**src/rtl/lanes_serializer.sv**
```systemverilog
// rtl/lanes_serializer.sv - two-lane parallel-to-serial transmitter with per-generation word length
//
// Purpose: accepts one parallel word per lane on a shared valid/ready handshake
// and shifts both lanes out one bit per clock. Word length follows the speed
// latched at load: Gen4 8 bits (MSB first), Gen3 132 bits (LSB first),
// Gen2 66 bits (LSB first). gen_speed 11 behaves as Gen4.
//
// Ports:
//   clk                 rising-edge clock
//   rst                 asynchronous active-high reset
//   enable_ser          serializer enable; dropping it drains the current word
//   gen_speed[1:0]      00 Gen4, 01 Gen3, 10 Gen2, 11 Gen4
//   lane_0_tx_parallel  lane 0 word to send
//   lane_1_tx_parallel  lane 1 word to send
//   tx_valid            upstream words valid
//   tx_ready            words accepted on this edge (combinational)
//   lane_0_tx_ser       registered serial output, lane 0
//   lane_1_tx_ser       registered serial output, lane 1
//   word_start          high while bit 0 of a word is on the lanes
//   underrun            one-cycle pulse when a word boundary finds no data

module lanes_serializer #(
    parameter int WIDTH = 132
) (
    input  logic             clk,
    input  logic             rst,
    input  logic             enable_ser,
    input  logic [1:0]       gen_speed,
    input  logic [WIDTH-1:0] lane_0_tx_parallel,
    input  logic [WIDTH-1:0] lane_1_tx_parallel,
    input  logic             tx_valid,
    output logic             tx_ready,
    output logic             lane_0_tx_ser,
    output logic             lane_1_tx_ser,
    output logic             word_start,
    output logic             underrun
);

    typedef enum logic {
        IDLE  = 1'b0,
        SHIFT = 1'b1
    } state_t;

    state_t           state_q, state_d;
    logic [7:0]       count_q, count_d;
    logic [1:0]       spd_q, spd_d;
    logic [WIDTH-1:0] sh0_q, sh0_d;
    logic [WIDTH-1:0] sh1_q, sh1_d;
    logic             lane0_q, lane0_d;
    logic             lane1_q, lane1_d;
    logic             word_start_q, word_start_d;
    logic             underrun_q, underrun_d;

    logic             at_end;
    logic             load;
    logic [WIDTH-1:0] prep0;
    logic [WIDTH-1:0] prep1;

    // Index of the last bit of a word for a given speed code.
    function automatic logic [7:0] last_idx(input logic [1:0] spd);
        case (spd)
            2'b01:   last_idx = 8'd131;
            2'b10:   last_idx = 8'd65;
            default: last_idx = 8'd7;
        endcase
    endfunction

    // Arrange a word so the shifter always emits from bit 0: Gen4 is
    // bit-reversed over its low byte, Gen2 is masked to 66 bits, so bits
    // outside the word can never reach the lane.
    function automatic logic [WIDTH-1:0] prep(input logic [WIDTH-1:0] word,
                                              input logic [1:0]       spd);
        logic [WIDTH-1:0] r;
        r = '0;
        case (spd)
            2'b01: r = word;
            2'b10: r[65:0] = word[65:0];
            default: begin
                for (int i = 0; i < 8; i++) begin
                    r[i] = word[7-i];
                end
            end
        endcase
        return r;
    endfunction

    assign prep0  = prep(lane_0_tx_parallel, gen_speed);
    assign prep1  = prep(lane_1_tx_parallel, gen_speed);
    assign at_end = (state_q == SHIFT) && (count_q == last_idx(spd_q));

    // Ready is forced low during reset so nothing is accepted while rst is held.
    assign tx_ready = !rst && enable_ser && ((state_q == IDLE) || at_end);
    assign load     = tx_ready && tx_valid;

    always_comb begin
        state_d      = state_q;
        count_d      = count_q;
        spd_d        = spd_q;
        sh0_d        = sh0_q;
        sh1_d        = sh1_q;
        lane0_d      = 1'b0;
        lane1_d      = 1'b0;
        word_start_d = 1'b0;
        underrun_d   = 1'b0;

        if (load) begin
            // Bit 0 goes straight to the output register on the load edge.
            state_d      = SHIFT;
            count_d      = 8'd0;
            spd_d        = gen_speed;
            lane0_d      = prep0[0];
            lane1_d      = prep1[0];
            sh0_d        = prep0 >> 1;
            sh1_d        = prep1 >> 1;
            word_start_d = 1'b1;
        end else if (state_q == SHIFT) begin
            if (at_end) begin
                // No load here with enable high implies tx_valid was low.
                state_d    = IDLE;
                count_d    = 8'd0;
                sh0_d      = '0;
                sh1_d      = '0;
                underrun_d = enable_ser;
            end else begin
                count_d = count_q + 8'd1;
                lane0_d = sh0_q[0];
                lane1_d = sh1_q[0];
                sh0_d   = sh0_q >> 1;
                sh1_d   = sh1_q >> 1;
            end
        end
    end

    always_ff @(posedge clk or posedge rst) begin
        if (rst) begin
            state_q      <= IDLE;
            count_q      <= 8'd0;
            spd_q        <= 2'b00;
            sh0_q        <= '0;
            sh1_q        <= '0;
            lane0_q      <= 1'b0;
            lane1_q      <= 1'b0;
            word_start_q <= 1'b0;
            underrun_q   <= 1'b0;
        end else begin
            state_q      <= state_d;
            count_q      <= count_d;
            spd_q        <= spd_d;
            sh0_q        <= sh0_d;
            sh1_q        <= sh1_d;
            lane0_q      <= lane0_d;
            lane1_q      <= lane1_d;
            word_start_q <= word_start_d;
            underrun_q   <= underrun_d;
        end
    end

    assign lane_0_tx_ser = lane0_q;
    assign lane_1_tx_ser = lane1_q;
    assign word_start    = word_start_q;
    assign underrun      = underrun_q;

endmodule

```
**config.mk**
```make
export PLATFORM = sky130hd
export DESIGN_NAME = lanes_serializer
export DESIGN_NICKNAME = d
export VERILOG_FILES = /design/src/rtl/lanes_serializer.sv
export SDC_FILE = /design/constraint.sdc
export NUM_CORES = 1
export LEC_CHECK = 0
export CELL_PAD_IN_SITES_DETAIL_PLACEMENT = 1
export CELL_PAD_IN_SITES_GLOBAL_PLACEMENT = 2
export CORE_MARGIN = 10
export CORE_UTILIZATION = 29
export DETAILED_ROUTE_END_ITERATION = 6
export PLACE_DENSITY_LB_ADDON = 0.25
export SLEW_MARGIN = 10
export SYNTH_ARGS = -nofsm -noshare
export SYNTH_HDL_FRONTEND = slang
export SYNTH_SLANG_ARGS = --single-unit
export TNS_END_PERCENT = 50
```
**constraint.sdc**
```tcl
create_clock -name clk -period 8.7 [get_ports clk]
set_input_delay 1.305 -clock clk [delete_from_list [all_inputs] [get_ports clk]]
set_output_delay 1.305 -clock clk [all_outputs]
set_load 0.02 [all_outputs]
```
==> flow_metrics.py <==
metrics = {
    "timing": {
        "setup_viol": 0,
        "drv_slew": 0,
        "grt_setup_unrepaired": "false",
        "clock_skew_ns": 0.0177,
        "fmax_mhz": 227,
        "tightest_slew_ns": 1.14,
        "fin_crit_sh_pct": 50.7,
        "max_slew_margin_pct": 23.7,
        "setup_slack_ns": 4.29,
        "period_minus_slack_ns": 4.41,
        "fin_tns_setup_ns": 0,
        "hold_viol": 0,
    },
    "clock_network": {
        "cts_tree": "done",
        "cts_resized": 0,
        "numCtsBuffers": 37,
        "cts.reportedPaths.clkPinSlew_ns": 0.06,
        "htreeDepth": 2,
        "clock-sinks": 277,
        "clkLatencyLatePin_ns": 0.55,
        "hold_buffers": 0,
        "cts_setup_buffers": 0,
        "cts_buffer_depth": 3,
        "cts-root-buf": "clkbuf_16",
    },
    "route": {
        "via_count": 12994,
        "drtIter0Drc": 1137,
        "wirelength_um": 52200,
        "drt-wirelength-per-cell_um": 23.0,
        "drc_errors": 0,
        "ant_nets": 0,
        "vias_per_cell": 5.73,
        "first_pass_iters": 5,
    },
    "status": {
        "status": "complete, no violations",
    },
    "die": {
        "start_util_pct": 29.5,
        "core_sq_um": 47900,
        "io_pins": 275,
        "die_h_um": 241,
        "die_w_um": 241,
        "design.die.area_sq_um": 58000,
        "std_cell_rows": 80,
    },
    "synthesis": {
        "yosys_warnings": 0,
        "synth-edff-count": 0,
        "syn_nets": 1718,
        "yosysSeqAreaShare_pct": 49.0,
        "synth_flop_cell": "dfrtp_1",
        "synthArstFlopShare_pct": 100,
        "ys_ff_latch": 277,
        "syn_avg_cell_area_sq_um": 9.81,
        "synth_cells": 1443,
        "synth_area_sq_um": 14200,
        "ys_types": 36,
    },
    "worst_setup_path": {
        "worstSetupPathType": "flip-flop to output port",
        "cp-end-kind": "output port",
        "reg2reg_setup_slack_ns": 4.56,
        "cp_max_fo": 59,
        "path_cells": "inv_1, a21o_1, nand2_4, nor3b_1, clkdlybuf4s50_1",
        "r2r-start": "state_q",
        "r2r_cells": 6,
        "cp.arrival_ns": 3.10,
        "r2r-end": "sh1_q[103]",
        "start_kind": "flip-flop",
        "slowest_delay_ns": 0.72,
        "slowest_stage": "dfrtp_4",
        "cp.required_ns": 7.39,
    },
    "global_routing": {
        "grt_use_met3_pct": 3.44,
        "grt_busiest_layer": "met2",
        "grt_pass1_wl_um": 82900,
        "antenna_found_initial": 9,
        "use_met1_pct": 24.4,
        "gr-total-overflow": 0,
        "grt_start_max_net_pins": 95,
        "grt_use_total_pct": 17.7,
        "globalRouteMet2Util_pct": 27.7,
        "first_global_vias": 13952,
    },
    "power_and_ir_drop": {
        "power_mw": 3.23,
        "p_leak_nw": 7.79,
        "power-per-cell-area_nw_per_um2": 176,
        "ir_drop_mv": 0.105,
    },
    "job": {
        "drv_cap": 0,
    },
    "final_layout": {
        "area_growth_pct": 29.9,
        "fin_area_sq_um": 18400,
        "instances_no_fill": 2266,
        "fin_nets": 1892,
        "drive_gt1_share_pct": 5.41,
    },
    "placement": {
        "dpl.hpwl_um": 32200,
        "dpl.cell_count": 2193,
        "pre_cts_slack_ns": 3.74,
        "place.gp.congestion": 0.725,
        "io_buffers": 274,
        "place_area_sq_um": 17200,
    },
    "worst_hold_path": {
        "min_to": "sh1_q[130]",
        "hold_path.class": "flip-flop to flip-flop",
        "min_path_cells": 2,
        "hp-start": "sh1_q[130]",
    },
}
-- state kept, by name, summed over array words and instances, names as in the netlist --
name,flops
count_q,8
lane_0_tx_ser,1
lane_1_tx_ser,1
sh0_q,131
sh1_q,131
spd_q,2
state_q,1
underrun,1
word_start,1
-- cell type report --
class,instances,area (sq um)
antenna,6,15.0
fill,5335,29600
clock buffer,59,1120
clock inverter,8,93.8
timing repair buffer,296,2920
tap,615,769
inverter,7,30.0
sequential,277,6940
multi-input combinational,998,6500
-- placed cells by master, fill, tap and decap left out, types with 15 or more instances in the layout --
| cell | netlist | final |
|---|---|---|
| nand3_1 | 144 | 144 |
| o22ai_1 | 15 | 15 |
| a221o_1 | 245 | 245 |
| dfrtp_1 | 277 | 276 |
| a21oi_1 | 138 | 138 |
| a22oi_1 | 115 | 115 |
| mux2i_1 | 17 | 17 |
| buf_4 | 1 | 21 |
| nor2_1 | 123 | 123 |
| clkdlybuf4s50_1 | 0 | 274 |
| nand2_1 | 142 | 141 |
| clkbuf_16 | 0 | 39 |
-- metal layers --
metal	part of all wire (%)	up-vias	routed length (um)
met5	0.088	-	46
met4	1.6	6	829
met3	5.5	53	2890
met2	47	293	24500
met1	46	6718	23900
li1	-	5924	-
-- through the flow --
step | hold slack (ns) | util, %
2_1_floorplan | 0.450 | -
3_5_place_dp | 0.495 | 35.8
5_1_grt | 0.515 | 38.3
4_1_cts | 0.505 | 38.3
3_3_place_gp | 0.484 | 35.7
6_report | 0.505 | 38.3
-- power by group --
group	leakage [nW]	total, mW	switching [mW]	internal, mW
combinational	3.35	0.367	0.197	0.170
clock	0.599	1.54	0.599	0.942
sequential	3.84	1.33	0.0152	1.31
total	7.79	3.23	0.811	2.42
-- worst max path at each step --
stage,startpoint,end,slack (ns),cells past startpoint
3_3_place_gp,rst,sh1_q[100],3.79,7
3_5_place_dp,rst,sh1_q[123],3.74,7
6_report,state_q,tx_ready,4.29,5
4_1_cts,state_q,tx_ready,4.23,5
2_1_floorplan,rst,count_q[0],3.73,1
5_1_grt,rst,sh1_q[103],4.07,7
-- synthesized netlist by cell type (all sizes together) (2+ instances only) --
library cell / instances / area [sq um]
nand3: 144 / 721
inv: 7 / 26.3
and3: 9 / 56.3
a21oi: 138 / 691
a22oi: 115 / 863
a21o: 2 / 15.0
mux2i: 17 / 170
nor2: 123 / 462
nor3: 5 / 30.0
dfrtp: 277 / 6930
or3: 2 / 12.5
a22o: 2 / 17.5
clkbuf: 97 / 364
xor2: 7 / 61.3
nand4: 2 / 12.5
a21boi: 6 / 45.0
ha: 5 / 62.6
buf: 64 / 374
o21ai: 6 / 30.0
a221o: 245 / 2450
o22ai: 15 / 93.8
mux2: 3 / 33.8
xnor2: 2 / 17.5
nand2: 142 / 533
-- cells by family after synthesis --
| group | share of synthesized area (%) |
|---|---|
| xor gates and xnor gates | 0.557 |
| muxes | 1.44 |
| DFF | 49.0 |
| and+or+nand+nor | 13.3 |
| adders and majority gates | 0.442 |
| AOI/OAI and AO/OA | 29.9 |
| buffers and inverters | 5.40 |
-- critical path: cells and delay by family (launching register included) --
family | cells | cell delay [ns]
simple gates | 2 | 0.28
flops | 1 | 0.72
buf+inv | 2 | 1.32
compound gates | 1 | 0.22
No activity file was read; power rests on OpenSTA's default activity.
